==> config.mk <==
export PLATFORM = sky130hd
export DESIGN_NAME = ssd_scan_decoder
export DESIGN_NICKNAME = d
export VERILOG_FILES = /design/src/rtl/ssd_pkg.sv /design/src/rtl/ssd_pattern_decode.sv /design/src/rtl/ssd_scan_decoder.sv
export SDC_FILE = /design/constraint.sdc
export NUM_CORES = 1
export LEC_CHECK = 0
export CAP_MARGIN = 10
export CORE_ASPECT_RATIO = 1.75
export CORE_MARGIN = 5
export CORE_UTILIZATION = 45
export DETAILED_ROUTE_END_ITERATION = 10
export GPL_ROUTABILITY_DRIVEN = 0
export PLACE_DENSITY = 0.67
export SLEW_MARGIN = 20
export SYNTH_ARGS = -nofsm -noshare
export SYNTH_HDL_FRONTEND = slang
export SYNTH_SLANG_ARGS = --single-unit
==> constraint.sdc <==
create_clock -name clk -period 5.3 [get_ports clk]
set_input_delay 0.53 -clock clk [delete_from_list [all_inputs] [get_ports clk]]
set_output_delay 0.53 -clock clk [all_outputs]
set_load 0.005 [all_outputs]
==> src/rtl/ssd_pkg.sv <==
// ssd_pkg: shared FSM states, segment table and digit types for the seven-segment scan path
package ssd_pkg;
    typedef enum logic [1:0] {IDLE, SETTLE, HOLD} state_t;
    typedef logic [1:0] digit_idx_t;
    typedef logic [3:0] nibble_t;
    // abcdefg, active-low, a in bit 6
    localparam logic [6:0] SEG_0 = 7'b0000001;
    localparam logic [6:0] SEG_1 = 7'b1001111;
    localparam logic [6:0] SEG_2 = 7'b0010010;
    localparam logic [6:0] SEG_3 = 7'b0000110;
    localparam logic [6:0] SEG_4 = 7'b1001100;
    localparam logic [6:0] SEG_5 = 7'b0100100;
    localparam logic [6:0] SEG_6 = 7'b0100000;
    localparam logic [6:0] SEG_7 = 7'b0001111;
    localparam logic [6:0] SEG_8 = 7'b0000000;
    localparam logic [6:0] SEG_9 = 7'b0000100;
    localparam logic [6:0] SEG_A = 7'b0001000;
    localparam logic [6:0] SEG_B = 7'b1100000;
    localparam logic [6:0] SEG_C = 7'b0110001;
    localparam logic [6:0] SEG_D = 7'b1000010;
    localparam logic [6:0] SEG_E = 7'b0110000;
    localparam logic [6:0] SEG_F = 7'b0111000;
endpackage

==> src/rtl/ssd_pattern_decode.sv <==
// ssd_pattern_decode: maps an active-low abcdefg pattern back to its hex nibble
module ssd_pattern_decode
    import ssd_pkg::*;
(
    input  logic [6:0] seg,
    output logic       valid,
    output logic [3:0] nibble
);
    always_comb begin
        valid  = 1'b1;
        nibble = 4'h0;
        case (seg)
            SEG_0:   nibble = 4'h0;
            SEG_1:   nibble = 4'h1;
            SEG_2:   nibble = 4'h2;
            SEG_3:   nibble = 4'h3;
            SEG_4:   nibble = 4'h4;
            SEG_5:   nibble = 4'h5;
            SEG_6:   nibble = 4'h6;
            SEG_7:   nibble = 4'h7;
            SEG_8:   nibble = 4'h8;
            SEG_9:   nibble = 4'h9;
            SEG_A:   nibble = 4'hA;
            SEG_B:   nibble = 4'hB;
            SEG_C:   nibble = 4'hC;
            SEG_D:   nibble = 4'hD;
            SEG_E:   nibble = 4'hE;
            SEG_F:   nibble = 4'hF;
            default: valid  = 1'b0;
        endcase
    end
endmodule

==> src/rtl/ssd_scan_decoder.sv <==
// ssd_scan_decoder: rebuilds the four displayed hex digits from the multiplexed anode/cathode pins
module ssd_scan_decoder
    import ssd_pkg::*;
#(
    parameter int SYNC_STAGES   = 2,
    parameter int SETTLE_CYCLES = 16
) (
    input  logic        clk,
    input  logic        rst_n,
    input  logic [7:0]  an,
    input  logic [7:0]  cathodes,
    input  logic        err_clr,
    output logic [15:0] digit_val,
    output logic [3:0]  dp_val,
    output logic [3:0]  digit_valid,
    output logic        frame_pulse,
    output logic        err_anode,
    output logic        err_pattern
);
    localparam int CW = $clog2(SETTLE_CYCLES);

    logic [SYNC_STAGES-1:0][15:0] sync_q;
    logic [15:0] s;
    logic [15:0] s_prev;
    state_t      state;
    logic [CW-1:0] cnt;
    logic [CW-1:0] cnt_inc;
    logic [3:0]  seen;
    logic [3:0]  seen_nxt;
    logic        changed;
    logic        settle_done;
    logic        is_sel;
    logic        is_none;
    digit_idx_t  sel_idx;
    logic        dec_valid;
    nibble_t     dec_nib;
    logic        cap;
    logic        pat_err;
    logic        an_err;

    ssd_pattern_decode u_dec (
        .seg    (s[7:1]),
        .valid  (dec_valid),
        .nibble (dec_nib)
    );

    assign s        = sync_q[SYNC_STAGES-1];
    assign changed  = s != s_prev;
    assign cnt_inc  = cnt + 1'b1;
    assign is_none  = s[15:8] == 8'hFF;
    assign is_sel   = (s[15:12] == 4'hF) && (s[11:8] inside {4'hE, 4'hD, 4'hB, 4'h7});
    assign sel_idx  = !s[8] ? 2'd0 : !s[9] ? 2'd1 : !s[10] ? 2'd2 : 2'd3;
    // the capture edge is the one on which the stable count reaches SETTLE_CYCLES-1
    assign settle_done = (state == SETTLE) && !changed && (cnt_inc == CW'(SETTLE_CYCLES - 1));
    assign cap      = settle_done && is_sel && dec_valid;
    assign pat_err  = settle_done && is_sel && !dec_valid;
    assign an_err   = settle_done && !is_sel && !is_none;
    assign seen_nxt = seen | (cap ? 4'b0001 << sel_idx : 4'b0000);

    always_ff @(posedge clk or negedge rst_n) begin
        if (!rst_n) begin
            sync_q      <= '1;
            s_prev      <= '1;
            state       <= IDLE;
            cnt         <= '0;
            digit_val   <= '0;
            dp_val      <= '0;
            digit_valid <= '0;
            seen        <= '0;
            frame_pulse <= 1'b0;
            err_anode   <= 1'b0;
            err_pattern <= 1'b0;
        end else begin
            sync_q      <= {sync_q[SYNC_STAGES-2:0], an, cathodes};
            s_prev      <= s;
            frame_pulse <= &seen_nxt;
            seen        <= &seen_nxt ? 4'b0000 : seen_nxt;
            err_anode   <= an_err | (err_anode & ~err_clr);
            err_pattern <= pat_err | (err_pattern & ~err_clr);
            if (cap) begin
                digit_val[{sel_idx, 2'b00} +: 4] <= dec_nib;
                dp_val[sel_idx]                  <= ~s[0];
                digit_valid[sel_idx]             <= 1'b1;
            end
            if (changed) begin
                state <= IDLE;
                cnt   <= '0;
            end else begin
                case (state)
                    IDLE: begin
                        state <= SETTLE;
                        cnt   <= '0;
                    end
                    SETTLE: begin
                        cnt <= cnt_inc;
                        if (settle_done) state <= HOLD;
                    end
                    HOLD:    state <= HOLD;
                    default: state <= IDLE;
                endcase
            end
        end
    end
endmodule

==> metrics.md <==
| Metric | Value |
|---|---|
| Result of the run | finished, final reports clean |
| FILL cells | roughly 720 |
| Total I/O pin count | 46 |
| Total of warnings raised by yosys | 0 |
| Max rail drop VDD | about 0.26 mV |
| Max Clock Freq | 318.2 MHz |
| Final critical-path share of the clock period | 59.29% |
| DIE WIDTH | between 70 and 80 um |
| Combinational share of power | roughly 5.1% |
| Sequential share of power | 52.4% |
| Number of H-tree levels | 3 |
| PortBufs | 45 |
| Type of the worst setup path | reg -> reg |
| Post-DR vias/cell | about 5.3 |
| Internal power | 1.032 mW |
| Root buffer cell | clkbuf_16 |
| Cell leakage power | around 1.9 nW |
| Clock Sink Count | 85 |
| Logic depth of the worst setup path including buffers | 6 |
| Total Die Area | 10370 um^2 |
| Post-synth cell types | between 50 and 60 |
| Antenna violation net count after detailed routing | 0 |
| Initial antenna violation count | 0 |
| Pre-antenna DRT Iters | 4 |
| Register area share after synthesis | approximately three fifths |
| Dominant synthesized flop cell | dfstp_2 |
| Kind of end point of the critical path | flip-flop |
| Final wirelength | 6759 um |
| Series of cell instances along the critical path | xor2_1 -> nor4_1 -> nand4_1 -> a2111oi_2 -> o22ai_1 -> o22a_1 |
| Max-slew violation count | 0 |
| Cell area reported after detailed placement | about 4300 um^2 |
| Grt ovf | 0 |
| Commonest cells after routing, fill and taps aside | dfstp_2, clkdlybuf4s50_1, dfrtp_1 |
| CTS max path bufs | 2 |
| Clk pwr share | 42.6% |
| Number of enable-type register cells in the synthesized netlist | 0 |
| TritonCTS Buffers | 9 |
| Final hold vios | 0 |
| Hold_buf cts | 0 |
| Placed cells | 429 |
| Post-route total power | about 1.3 mW |
| RSZ-0062 raised after global routing | false |
| Drc violations | 0 |
| TritonCTS clock tree | yes |
| Register bit count reported by yosys | 85 |
| Average wire per standard cell | 15.19 um |
| Setup bufs post-CTS | 0 |
| Slowest library cell on the worst path | a2111oi_2 |
| Area growth, synth to finish | 21.03% |
| Share of async-settable or async-resettable flops after synthesis | between 90% and 100% |
| Startpoint type of the worst setup path | flip-flop |
| Area of the core | around 8300 um^2 |
| Switching power as a share of total power | 23.28% |
| Cells after synthesis | ~300 |
| Post-route standard cell area excluding fillers | between 4000 and 5000 um^2 |
| # nets final | 378 |
| Vias after detailed routing | 2369 |
| Vias in the first global route | about 2.4k |
| Final total negative setup slack | 0 ps |
| Data arrival time at the worst-slack endpoint | ~3400 ps |
| Net switching power | 0.3130 mW |
| Clock slew at reported path FFs | around 60 ps |
| Net Count, Synth | 334 |
| Reg2Reg Depth | 6 |
| Detailed router's first-iteration violation count | roughly 110 |
| Commonest non-fill, non-tap cell in the layout | dfstp_2 |
| Resized cells post-CTS | 0 |
| Global-route wire length before repair | 11290 um |
| Max transition margin | 39.80% |
| Total global routing track utilization | 14.36% |
| Total inserted antenna cells | 0 |
| Actual transition at the worst max-transition pin | approximately 900 ps |
| Chip Height | 131.0 um |
| Cell area power density | 295.0 nW/um^2 |
| Non-filler instance count after layout | around 450 |
| Largest net degree at the start of global routing | 86 |
| MaxCap Viol Count | 0 |
| Number of buffer and inverter stages on the critical path | 0 |
| Mean area per synthesized cell | around 12 um^2 |
| Maximum single-stage delay on the critical path | 740 ps |
| Effective utilization at floorplan | 45.61% |
| Worst Path Required | 5530 ps |
| Clock skew | around 6.8 ps |
| Largest fanout on the critical path | 13 |
| DP HPWL | between 4000 and 5000 um |
| Clock latency reported for the late side of the worst-skew pair | between 300 and 400 ps |
| Final min period | roughly 3100 ps |
| Type of the tightest min-delay check | in -> async |
| Kind of cell with the highest combined delay on the critical path | compound AO/OA/AOI/OAI gates |
| Share of layout cells above drive strength 1 | between 20 and 30% |
| Total number of placement rows | between 40 and 50 |
| Netlist area before placement | ~3800 um^2 |
| Setup violation total in the final timing report | 0 |
## metal layers
layer | vias to the layer above | wire length [um] | global-route usage, %
met1 | 1163 | 2457 | 14.91
met3 | 15 | 298 | 4.527
met2 | 40 | 3822 | 25.92
met5 | - | 0 | 0
li1 | 1151 | - | -
met4 | 0 | 181 | 6.984
## worst register-to-register path, cell delays in order (launching register included)
cell and delay [ps]:
dfstp_2 670, xor2_1 100, nor4_1 340, nand4_1 700, a2111oi_2 740, o22ai_1 250, o22a_1 230
## power groups by stage
stage	Sequential [mW]	Clock (mW)	Combinational, mW
2_1_floorplan	0.701	0	0.0457
3_3_place_gp	0.714	0	0.0685
3_5_place_dp	0.715	0	0.0696
4_1_cts	0.704	0.590	0.0697
5_1_grt	0.707	0.619	0.0767
6_report	0.704	0.572	0.0682
## cells by family (layout without fill, tap and decap cells)
group                    Yosys count  count (layout)  synth area share (%)
AO/OA/AOI/OAI                     40              40                 10.17
multiplexers                      23              23                 6.645
buffers and inverters             30              79                 3.355
AND/OR/NAND/NOR                   94              94                 13.19
XOR/XNOR                          20              20                 4.651
adder cells (fa/ha/maj)           12              12                 3.920
flip-flops                        85              85                 58.07
## final cells by class
| type | count | area, um^2 | share of cell area (%) |
|---|---|---|---|
| multi-input cells | 189 | 1453 | 31.87 |
| inverters | 16 | 60.06 | 1.318 |
| clock buffers | 9 | 225.2 | 4.941 |
| well taps | 92 | 115.1 | 2.525 |
| repair buffers | 47 | 466.7 | 10.24 |
| flip-flops and latches | 85 | 2187 | 47.98 |
| clock inverters | 7 | 51.30 | 1.125 |
## flip-flops by register name, indices dropped and copies added, names as in the netlist
signal	flops
digit_val	16
s	16
s_prev	16
sync_q	16
cnt	4
digit_valid	4
dp_val	4
seen	4
state	2
err_anode	1
err_pattern	1
frame_pulse	1
## per-stage QoR
| step | util, % | hold slack (ps) | setup slack, ps |
|---|---|---|---|
| 5_1_grt | 55.20 | 278.0 | 1897 |
| 3_5_place_dp | 51.80 | 347.3 | 2104 |
| 2_1_floorplan | - | 234.4 | 2659 |
| 4_1_cts | 55.15 | 355.8 | 2100 |
| 3_3_place_gp | 51.80 | 345.3 | 2127 |
| 6_report | 55.20 | 226.8 | 2158 |
## path summary, 6_finish.rpt
check                           slack (ps)                        to                start
max in group asynchronous             4590  digit_val[6]$_DFFE_PN0P_                rst_n
worst min-delay path                   230     dp_val[2]$_DFFE_PN0P_                rst_n
worst max-delay path                  2160         seen[2]$_DFF_PN0_       s[5]$_DFF_PN1_
min in group clk                       350            s[0]$_DFF_PN1_  sync_q[0]$_DFF_PN1_
worst min register to register         350            s[0]$_DFF_PN1_  sync_q[0]$_DFF_PN1_
worst max register to register        2160         seen[2]$_DFF_PN0_       s[5]$_DFF_PN1_
## cells in the mapped netlist (7+ instances only)
cell / n / area (um^2)
nand2_1: 16 / 60.06
dfrtp_1: 37 / 925.9
mux2i_1: 7 / 70.07
inv_1: 16 / 60.06
dfstp_2: 48 / 1261
buf_2: 7 / 35.03
nor2_1: 26 / 97.59
ha_1: 11 / 137.6
nor3_1: 8 / 40.04
mux2_2: 16 / 180.2
xor2_1: 18 / 157.7
Power figures use the tool's default switching activity.
